==> src/rtl/fetch_redirect_pkg.sv <==
// Shared types and constants for the fetch_redirect thread scheduler.
package fetch_redirect_pkg;

  // Per-thread scheduling state.
  typedef enum logic [1:0] {
    TS_RUN     = 2'd0,  // eligible for fetch
    TS_DEC     = 2'd1,  // one instruction in flight, awaiting decode
    TS_WAIT_BR = 2'd2   // parked until the branch unit resolves its control transfer
  } thread_state_e;

  // Byte distance between sequential instructions.
  localparam int unsigned PC_INC = 4;

  // Thread count implied by a thread-id width.
  function automatic int unsigned num_threads(input int unsigned thread_width);
    return 1 << thread_width;
  endfunction

endpackage

==> src/rtl/fetch_redirect_rr_arbiter.sv <==
// Combinational round-robin pick: first requester after last_grant, wrapping.
// N must equal 2**W so that index arithmetic wraps naturally.
module rr_arbiter #(
  parameter int N = 4,
  parameter int W = 2
) (
  input  logic [N-1:0] req,
  input  logic [W-1:0] last_grant,
  output logic [W-1:0] grant,
  output logic         any_grant
);

  logic [W-1:0] idx;

  // Scan from farthest to nearest so the requester closest after last_grant wins.
  always_comb begin
    // NOTE: every output of a combinational block gets a default first so no path leaves it unassigned (no latch).
    grant     = '0;
    any_grant = 1'b0;
    idx       = '0;
    for (int i = N; i >= 1; i--) begin
      idx = last_grant + W'(i);
      if (req[idx]) begin
        grant     = idx;
        any_grant = 1'b1;
      end
    end
  end

endmodule

==> src/rtl/fetch_redirect.sv <==
// Fetch-side thread scheduler: keeps one PC per hardware thread, round-robin
// issues fetches, parks threads on control transfers and redirects them from
// the branch unit's resolution FIFO (popped with pc_ack_o).
// Optional build macro: FETCH_REDIRECT_STATS_EN adds saturating ack counters.
`ifndef XLEN
`define XLEN 32
`endif
`ifndef THREAD_WIDTH
`define THREAD_WIDTH 2
`endif

module fetch_redirect
  import fetch_redirect_pkg::*;
#(
  parameter int              XLEN         = `XLEN,
  parameter int              THREAD_WIDTH = `THREAD_WIDTH,
  parameter logic [XLEN-1:0] RESET_PC     = '0
) (
  input  logic                           clk,
  input  logic                           rst,
  input  logic                           stall_i,
  input  logic                           br_empty_i,
  input  logic                           br_valid_i,
  input  logic                           br_true_i,
  input  logic [THREAD_WIDTH-1:0]        br_thread_id_i,
  input  logic [XLEN-1:0]                br_pc_n_i,
  output logic                           pc_ack_o,
  input  logic                           dec_valid_i,
  input  logic [THREAD_WIDTH-1:0]        dec_thread_id_i,
  input  logic                           dec_is_branch_i,
  output logic                           fetch_valid_o,
  input  logic                           fetch_ready_i,
  output logic [XLEN-1:0]                fetch_pc_o,
  output logic [THREAD_WIDTH-1:0]        fetch_thread_id_o,
  output logic [(1<<THREAD_WIDTH)-1:0]   thread_wait_o
`ifdef FETCH_REDIRECT_STATS_EN
  ,
  output logic [31:0]                    stat_taken_o,
  output logic [31:0]                    stat_not_taken_o,
  output logic [31:0]                    stat_spurious_o
`endif
);

  localparam int NUM_THREADS = num_threads(THREAD_WIDTH);

  typedef struct packed {
    thread_state_e   state;
    logic [XLEN-1:0] pc;
  } thread_ctx_t;

  thread_ctx_t             ctx_q [NUM_THREADS];
  thread_ctx_t             ctx_d [NUM_THREADS];
  logic [THREAD_WIDTH-1:0] last_grant_q;
  logic [THREAD_WIDTH-1:0] last_grant_d;
  logic [THREAD_WIDTH-1:0] sel;
  logic [NUM_THREADS-1:0]  run_req;
  logic                    any_run;
  logic                    fetch_fire;
  logic                    br_hit;
  logic                    dec_hit;

  // Per-thread eligibility and parked flags straight from current state.
  always_comb begin
    run_req       = '0;
    thread_wait_o = '0;
    for (int t = 0; t < NUM_THREADS; t++) begin
      run_req[t]       = (ctx_q[t].state == TS_RUN);
      thread_wait_o[t] = (ctx_q[t].state == TS_WAIT_BR);
    end
  end

  rr_arbiter #(
    .N(NUM_THREADS),
    .W(THREAD_WIDTH)
  ) u_rr_arbiter (
    .req       (run_req),
    .last_grant(last_grant_q),
    .grant     (sel),
    .any_grant (any_run)
  );

  assign fetch_valid_o     = any_run && !stall_i;
  assign fetch_fire        = fetch_valid_o && fetch_ready_i;
  assign fetch_pc_o        = ctx_q[sel].pc;
  assign fetch_thread_id_o = sel;

  // The head is popped whenever resolved; only a parked target thread is redirected.
  assign pc_ack_o = !br_empty_i && br_valid_i && !stall_i && rst;
  assign br_hit   = pc_ack_o && (ctx_q[br_thread_id_i].state == TS_WAIT_BR);
  assign dec_hit  = dec_valid_i && (ctx_q[dec_thread_id_i].state == TS_DEC);

  // Next-state: resolution, decode and fetch each consume a different state,
  // so they can never target the same thread in one cycle.
  always_comb begin
    ctx_d        = ctx_q;
    last_grant_d = last_grant_q;
    if (br_hit) begin
      ctx_d[br_thread_id_i].state = TS_RUN;
      ctx_d[br_thread_id_i].pc    = br_pc_n_i;
    end
    if (dec_hit) begin
      ctx_d[dec_thread_id_i].state = dec_is_branch_i ? TS_WAIT_BR : TS_RUN;
    end
    if (fetch_fire) begin
      ctx_d[sel].state = TS_DEC;
      ctx_d[sel].pc    = ctx_q[sel].pc + XLEN'(PC_INC);
      last_grant_d     = sel;
    end
  end

  // State register; a stall freezes everything.
  always_ff @(posedge clk) begin
    if (!rst) begin
      // NOTE: the context array is small and architecturally visible, so every entry is reset explicitly.
      for (int t = 0; t < NUM_THREADS; t++) begin
        ctx_q[t].state <= TS_RUN;
        ctx_q[t].pc    <= RESET_PC;
      end
      last_grant_q <= '1;
    end else if (!stall_i) begin
      // NOTE: sequential state uses non-blocking assignments so every register samples pre-edge values.
      ctx_q        <= ctx_d;
      last_grant_q <= last_grant_d;
    end
  end

`ifdef FETCH_REDIRECT_STATS_EN
  // Saturating classification of every accepted resolution.
  always_ff @(posedge clk) begin
    if (!rst) begin
      stat_taken_o     <= '0;
      stat_not_taken_o <= '0;
      stat_spurious_o  <= '0;
    end else if (pc_ack_o) begin
      if (!br_hit) begin
        if (stat_spurious_o != '1) stat_spurious_o <= stat_spurious_o + 32'd1;
      end else if (br_true_i) begin
        if (stat_taken_o != '1) stat_taken_o <= stat_taken_o + 32'd1;
      end else begin
        if (stat_not_taken_o != '1) stat_not_taken_o <= stat_not_taken_o + 32'd1;
      end
    end
  end
`else
  logic unused_br_true;
  assign unused_br_true = br_true_i;
`endif

endmodule

==> config.mk <==
export PLATFORM = sky130hd
export DESIGN_NAME = fetch_redirect
export DESIGN_NICKNAME = d
export VERILOG_FILES = /design/src/rtl/fetch_redirect_pkg.sv /design/src/rtl/fetch_redirect_rr_arbiter.sv /design/src/rtl/fetch_redirect.sv
export SDC_FILE = /design/constraint.sdc
export NUM_CORES = 1
export LEC_CHECK = 0
export ABC_AREA = 0
export BUFFER_PORTS_ARGS = -buffer_cell sky130_fd_sc_hd__buf_4
export CORE_MARGIN = 2
export CORE_UTILIZATION = 55
export DETAILED_ROUTE_END_ITERATION = 10
export HOLD_SLACK_MARGIN = 0.1
export PLACE_DENSITY = 0.78
export SLEW_MARGIN = 40
export SYNTH_ARGS = -nofsm -noshare
export SYNTH_HDL_FRONTEND = slang
export SYNTH_SLANG_ARGS = --single-unit
==> constraint.sdc <==
create_clock -name clk -period 4.5 [get_ports clk]
set_clock_uncertainty 0.05 [all_clocks]
set_input_delay 0.9 -clock clk [delete_from_list [all_inputs] [get_ports clk]]
set_output_delay 0.9 -clock clk [all_outputs]
set_load 0.005 [all_outputs]
# Word-level counts from Yosys, hierarchy flattened
# Cells that the tools add are included.
# word_totals
out_inout_bits	40
reg_bits	138
in_bits	45
# op_classes
order_cmp	10
bitwise_logic	4
n_eq_ne	6
n_mux	44
addsub	4
n_reduce_logical	17
# ops
op	n
$bwmux 136	5
$mux 136	3
$demux 34 s2	5
$mux 34	7
$bmux 34 s2	3
$mux 32	4
$add 32x3->32 const B	1
$lt 2x3->1 const B	4
$eq 2x2->1 const B	5
$logic_and 1x1->1	10
$mux 2	5
$ge 3x3->1 const B	3
$lt 3x1->1 const B	3
$not 2->3	3
$bmux 1 s2	4
$logic_not 2->1	4
$mux 1	8
$add 2x2->2 const B	2
$add 2x1->2 const B	1
$eq 2x1->1 const B	1
$logic_not 1->1	2
$reduce_and 2->1	1
$not 1->1	1

# Logic depth before layout (Yosys ltp)
# Gate-level depths: netlist of run 1.
# depth
ltp_word	15
ltp_mapped	16
depth_no_buf	13

# By module
# Synthesis of run 1 repeated with hierarchy kept, for this count alone.
# unflattened
cells_unflattened	1079
hier_area_um2	9162.5
# by_module_without_submodules
mod	n_inst	area_each_um2	seq_area_each_um2	cells_per_inst
fetch_redirect	1	9071.2	2762.6	1065
rr_arbiter	1	91.3	0.0	14

# Worst setup path before layout of run 1
# OpenSTA, ideal clock, no wires.
# synth_path
path_kind	flip-flop to flip-flop
start	register ctx_q[32] in the netlist's numbering
end	register ctx_q[128] in the netlist's numbering
stages_incl_launch_ff	14
setup_time_ns	0.122
t_required_ns	4.328
path_slack_ns	0.662
arrival_time_ns	3.667
n_path_buf	2
synth_period_minus_slack_ns	3.838
path_cell_list	dfxtp_1 > buf_2 > or3_4 > o22ai_4 > buf_2 > nor3_1 > or4_1 > inv_2 > ha_1 > inv_1 > or4_4 > nor4_4 > nand4_2 > a221o_1
# synth_between
elab_chain_cells	14
elab_cells_between_ends	46
# synth_lines
item	line	text
start: declaration	fetch_redirect.sv:51	thread_ctx_t ctx_q [NUM_THREADS];
start signal: assignment	fetch_redirect.sv:122	ctx_q <= ctx_d;
$logic_not 2->1 (*)	fetch_redirect.sv:67	run_req[t] = (ctx_q[t].state == TS_RUN);
$bmux 1 s2	fetch_redirect_rr_arbiter.sv:23	if (req[idx]) begin
$mux 1 (not written as such)	fetch_redirect_rr_arbiter.sv:23	
$mux 2 (3 in series)	fetch_redirect_rr_arbiter.sv:23	
$mux 2 (*)	fetch_redirect_rr_arbiter.sv:23	
$not 2->3 (*)	n/a	
$bmux 34 s2 (*)	n/a	
$mux 32 (*) (2 in series)	n/a	
named net fetch_pc_o[2]	fetch_redirect.sv:33	output logic [XLEN-1:0] fetch_pc_o,
$add 32x3->32 (*)	fetch_redirect.sv:106	ctx_d[sel].pc = ctx_q[sel].pc + XLEN'(PC_INC);
$bwmux 136 (*)	fetch_redirect.sv:106	
$mux 136 (*)	fetch_redirect.sv:104	if (fetch_fire) begin
# Mark *: on every way through the listed nets, which the timed path passes. The rest lies on a longest branch. The select of a mux whose other input is x is not followed.
# A chain may end at the register's enable or synchronous reset.

# Final worst setup path of run 1
# layout_path
start	register last_grant_q[1]
end	output port fetch_pc_o[21]
# layout_between
elab_chain_cells	10
elab_cells_between_ends	19
# layout_lines
item	line	text
start: declaration	fetch_redirect.sv:53	logic [THREAD_WIDTH-1:0] last_grant_q;
start signal: assignment	fetch_redirect.sv:123	last_grant_q <= last_grant_d;
$add 2x2->2 / $bmux 1 s2 (equally long branches)	fetch_redirect_rr_arbiter.sv:22, fetch_redirect_rr_arbiter.sv:23	
$bmux 1 s2 / $mux 1 (equally long branches)	fetch_redirect_rr_arbiter.sv:23	
$mux 1 (not written as such) / $mux 2 (equally long branches)	fetch_redirect_rr_arbiter.sv:23	
$mux 2 (2 in series)	fetch_redirect_rr_arbiter.sv:23	
$mux 2 (*)	fetch_redirect_rr_arbiter.sv:23	
$not 2->3 (not written as such) (*)	fetch_redirect.sv:84	assign fetch_pc_o = ctx_q[sel].pc;
$bmux 34 s2 (*)	fetch_redirect.sv:84	
$mux 32 (not written as such) (*) (2 in series)	fetch_redirect.sv:84	
end: declaration	fetch_redirect.sv:33	
# Mark *: on every way between the ends. The rest lies on a longest branch, timed or not. The select of a mux whose other input is x is not followed.

==> results of run 1 <==
cell families (layout without fill, tap and decap cells):
logic type	count (synthesis)	in the layout	share of synthesized area, %
simple gates	389	389	24.5
compound gates	317	317	30.6
flops	138	138	34.4
buf+inv	108	181	5.53
xor+xnor	28	28	3.05
mux	13	13	1.78
fa+ha+maj	1	1	0.156
cells in the mapped netlist (all sizes together) (17+ instances only):
library cell	number	share of area (%)
a21oi	79	5.0
dfxtp	138	34
o21ai	22	1.6
nor2	80	3.8
o221ai	35	3.8
nand2	150	7.0
a22oi	24	2.2
a311oi	23	2.5
clkbuf	58	2.7
nor3	46	3.1
o22ai	24	2.0
nand3	34	2.1
xnor2	17	1.9
inv	26	1.2
buf	24	1.6
worst reg2reg max path: cells and delay by family (launching register included):
| family | cells | cell delay (ps) |
|---|---|---|
| simple gates | 6 | 2470 |
| compound gates | 3 | 610 |
| flops | 1 | 440 |
| buf+inv | 2 | 250 |
| fa+ha+maj | 1 | 250 |
layer usage:
metal	vias up	global-route usage (%)	share of wire [%]	routed length, um
li1	3839	-	-	-
met1	4087	48.3	39	11300
met2	632	56.1	44	12900
met3	110	9.11	13	3720
met4	0	17.6	3.9	1140
met5	-	0	0	0
where the power goes:
| part | leakage, nW | internal (W) | switching (W) |
|---|---|---|---|
| clock network | 0.282 | 0.000887 | 0.000555 |
| registers | 1.12 | 0.00128 | 0.0000377 |
| logic | 2.27 | 0.000332 | 0.000532 |
| total | 3.67 | 0.00249 | 0.00112 |
registers in the layout, summed over array words and instances, names as in the netlist:
name and count:
ctx_q 136, last_grant_q 2
stage by stage:
stage | hold WS, ps | power [W] | setup slack [ps]
finish | 405 | 0.00362 | 341
global route | 427 | 0.00373 | 126
detailed placement | 396 | 0.00217 | 481
global placement | 391 | 0.00216 | 555
CTS | 406 | 0.00359 | 427
floorplan | 381 | 0.00185 | 662
path summary, 6_finish.rpt:
path / from / end / slack (ps) / cells past startpoint
worst max register to register: last_grant_q[0] / ctx_q[128] / 370 / 12
worst min register to register: ctx_q[68] / ctx_q[68] / 410 / 2
worst min-delay path: ctx_q[68] / ctx_q[68] / 410 / 2
worst max-delay path: last_grant_q[1] / fetch_pc_o[21] / 340 / 8
cell type report:
cell class / instances / area (sq um) / area share (%)
Inverter: 26 / 97.6 / 1.03
Timing Repair Buffer: 123 / 923 / 9.77
Clock buffer: 22 / 494 / 5.23
Clock inverter: 10 / 115 / 1.22
Tap cell: 184 / 230 / 2.44
Multi-Input combinational cell: 748 / 4830 / 51.1
Sequential cell: 138 / 2760 / 29.2
==> reports/qor.yml, run 1 <==
start_util_pct: 55.7
finalSetupViolCount: 0
cts_sinks: 138
critPathMaxFanout: 17
setup.worst_path.end_class: "output pin"
maxCapViolations: 0
leakage_nw: 3.67
core_sq_um: 14400
synth.net_count: 1040
antenna_found_initial: 0
drcViolationCount: 0
dpl-instance-area_sq_um: 8840
worstMarginPinSlew_ps: 856
wl_per_cell_um: 23.2
grt_setup_unrepaired: "no"
syn2layout_area_growth_pct: 17.7
synthesis.area_sq_um: 8030
critical-path-max-stage-delay_ps: 600
ctsResizeCount: 0
crit_family: "simple AND/OR/NAND/NOR gates"
cp-start-kind: "flip-flop"
final_cells: 1251
clock.fmax_mhz: 240
track_usage_pct: 36.6
crit_chain: "inv_1, o2111ai_4, buf_4, and2_0, o22a_1, or3b_2, inv_1, buf_4"
vias: 8668
cts_hold_buf: 0
cp.buffers_inverters: 4
cts_tree: "yes"
die_y_um: 125
slew_viol_final: 0
synth_ff_type: "dfxtp_1"
synth-seq-area-share_pct: 34.4
status: "finished clean"
critPathKind: "flip-flop to output pin"
cts-root-buf: "clkbuf_16"
grt_max_degree: 78
slowest_stage: "dfxtp_1"
fin_tns_setup_ps: 0
final_hold_viol_count: 0
fp.dieW_um: 125
drive_gt1_share_pct: 18.9
layout_common_cells: "nand2_1, dfxtp_1, buf_4"
num_rows: 44
finalCriticalPeriod_ps: 4160
worstPathRequired_ps: 3550
max_slew_margin_pct: 43.0
yosysWarningCount: 0
cts_htree_levels: 4
arrival_ps: 3210
path_clk_slew_ps: 60
avgSynthCellArea_sq_um: 8.08
final_antenna_net_count: 0
pin_count: 85
powerDensity_nw_per_um2: 383
grt_pass1_vias: 8238
wirelength_mm: 29.0
hold_path_class: "flip-flop to flip-flop"
grt_pass1_wl_mm: 45.4
cts_buffers: 17
die-area_sq_um: 15600
port_buffers: 83
n_antenna_cell: 0
async_flop_share_pct: 0
dpl.cell_count: 1219
synth_edf_count: 0
nNetsFinal: 1100
ys_ff_latch: 138
drt_iter0_markers: 1164
period_share_pct: 92.4
gr-total-overflow: 0
first_pass_iters: 5
fin_area_sq_um: 9450
postLayoutCoreUtil_pct: 65.5
synth_cell_types: 79
peakVddDrop_mv: 0.265
cts.path.max_buffers: 2
clkLatencyLatePin_ps: 430
syn_inst: 994
globalplace.congestion: 0.958
n_fill_cell: 1226
hpwl_mm: 18.2
postCtsSetupBuffers: 0
final_common_cell: "nand2_1"
via_per_inst: 6.93
(Power assumes the default switching activity.)
==> run 2, diff against run 1 <==
REMOVE_ABC_BUFFERS = 1   (was not set)
==> run 2 against run 1 <==
Sequential share of layout area rose by 0.12 points. Combinational power about the same. Critical endpoint is now fetch_pc_o[1]. Sequential power barely moved. Worst hold slack gained 2.2 ps. Critical path type unchanged. Global-route usage fell by 0.99 points. Wire length shrank 1.8%.
==> reports/qor.yml, run 2 (synthesis results as in run 1) <==
via_per_inst: 6.86  # -0.99%
largest_register_ffs: 136  # unchanged
postCtsSetupBuffers: 0  # unchanged
num_rows: 44  # unchanged
hold_path_class: "flip-flop to flip-flop"
antenna_found_initial: 0  # unchanged
final_antenna_net_count: 0  # unchanged
worstMarginPinSlew_ps: 838  # -18.0 ps
arrival_ps: 3220  # about the same
pre_cts_ws_ps: 511  # +30.8 ps
leakage_nw: 3.67  # about the same
cts-root-buf: "clkbuf_16"
gr-total-overflow: 0  # unchanged
fp.dieW_um: 125  # unchanged
pin_count: 85  # unchanged
maxCapViolations: 0  # unchanged
status: "finished clean"
worst_path_most_repeated_cell: "buf_4"
final_common_cell: "nand2_1"
fin_tns_setup_ps: 0  # unchanged
final_cells: 1252  # +0.080%
reg2reg_depth: 10  # -2
finalSetupViolCount: 0  # unchanged
critical-path-max-stage-delay_ps: 570  # -30 ps
die_y_um: 125  # unchanged
path_clk_slew_ps: 60  # about the same
worstPathRequired_ps: 3550  # about the same
holdPathStages: 2  # unchanged
cts_htree_levels: 4  # unchanged
slew_viol_final: 0  # unchanged
fin_ws_ps: 327  # -13.9 ps
nNetsFinal: 1103  # +0.27%
regMostFlops: "ctx_q"
grt_pass1_vias: 8057  # -2.2%
top_regs: "ctx_q (136), last_grant_q (2)"
dpl.cell_count: 1221  # +0.16%
drive_gt1_share_pct: 18.8  # -0.11 points
period_share_pct: 92.7  # +0.31 points
vias: 8589  # -0.91%
p_total_w: 0.00351  # -3.0%
track_usage_pct: 35.6  # -0.99 points
grt_setup_unrepaired: "no"
port_buffers: 83  # unchanged
drt_iter0_markers: 1266  # +8.8%
peakVddDrop_mv: 0.275  # +4.0%
final_hold_viol_count: 0  # unchanged
syn2layout_area_growth_pct: 17.2
die-area_sq_um: 15600  # unchanged
max_slew_margin_pct: 44.2  # +1.2 points
hpwl_mm: 18.0  # -0.91%
core_sq_um: 14400  # unchanged
cts.path.max_buffers: 2  # unchanged
globalplace.congestion: 0.922  # -3.7%
critPathKind: "flip-flop to output pin"
clock.fmax_mhz: 240  # -0.33%
drcViolationCount: 0  # unchanged
cts_buffers: 17  # unchanged
finalCriticalPeriod_ps: 4170  # +13.9 ps
holdWs_ps: 407  # +2.16 ps
critPathMaxFanout: 19  # +2
powerDensity_nw_per_um2: 373  # -2.6%
crit_chain: "nor3_1, a211oi_1, o21a_1, buf_4, inv_2, buf_4, nor2_1, nor2_1, o21ai_0, inv_1, buf_4"
grt_max_degree: 78  # unchanged
first_pass_iters: 9  # +4
cts_tree: "yes"
cp-start-kind: "flip-flop"
slowest_stage: "dfxtp_1"
layout_common_cells: "nand2_1, dfxtp_1, buf_4"
wirelength_mm: 28.5  # -1.8%
ctsResizeCount: 0  # unchanged
start_util_pct: 55.7  # unchanged
grt_pass1_wl_mm: 44.0  # -3.0%
cts_sinks: 138  # unchanged
clkLatencyLatePin_ps: 430  # about the same
cts_hold_buf: 0  # unchanged
setup.worst_path.end_class: "output pin"
wl_per_cell_um: 22.8  # -1.8%
n_antenna_cell: 0  # unchanged
run 2: cell types whose count changed in the layout (fill, tap and decap cells not counted), sizes merged:
| cell | before | now |
|---|---|---|
| clkinvlp | 6 | 2 |
| buf | 123 | 125 |
| clkbuf | 22 | 24 |
| clkinv | 2 | 4 |
| bufinv | 2 | 1 |
run 2: layout make-up:
cell class,instances,area (sq um)
Fill cell,1267,5010
Multi-Input combinational cell,748,4830
Sequential cell,138,2760
Timing Repair Buffer,126,943
Clock buffer,23,478
Tap cell,184,230
Inverter,26,97.6
Clock inverter,7,68.8
run 2: worst paths after layout:
kind | start | end | slack [ps]
hold / removal | ctx_q[69] | ctx_q[69] | 410
hold reg to reg | ctx_q[69] | ctx_q[69] | 410
setup reg to reg | last_grant_q[0] | ctx_q[130] | 430
setup / recovery | last_grant_q[0] | fetch_pc_o[1] | 330
run 2: metrics by stage:
step                      instance area (sq um)  util (%)
after CTS                                  9410      65.2
after detailed placement                   8860      61.4
after global placement                     8850      61.4
after global routing                       9410      65.3
after floorplan                            7690         -
final                                      9410      65.3
run 2: critical path, delay by kind of cell, from the launching register on:
kind | cells | cell delay (ps)
DFF | 1 | 570
buffers and inverters | 5 | 890
AOI/OAI and AO/OA | 3 | 1010
and+or+nand+nor | 3 | 320
run 2: layer usage:
layer | global-route usage, % | wire length (um) | up-vias
met5 | 0 | 0 | -
met4 | 18.0 | 1350 | 0
met3 | 9.28 | 3740 | 119
met2 | 54.4 | 12300 | 636
met1 | 46.4 | 11100 | 3991
li1 | - | - | 3843
run 2: power by group:
part	switching [W]	internal (W)	total [W]
combinational	0.000531	0.000333	0.000863
clock	0.000538	0.000795	0.00133
sequential	0.0000371	0.00128	0.00131
total	0.00111	0.00240	0.00351
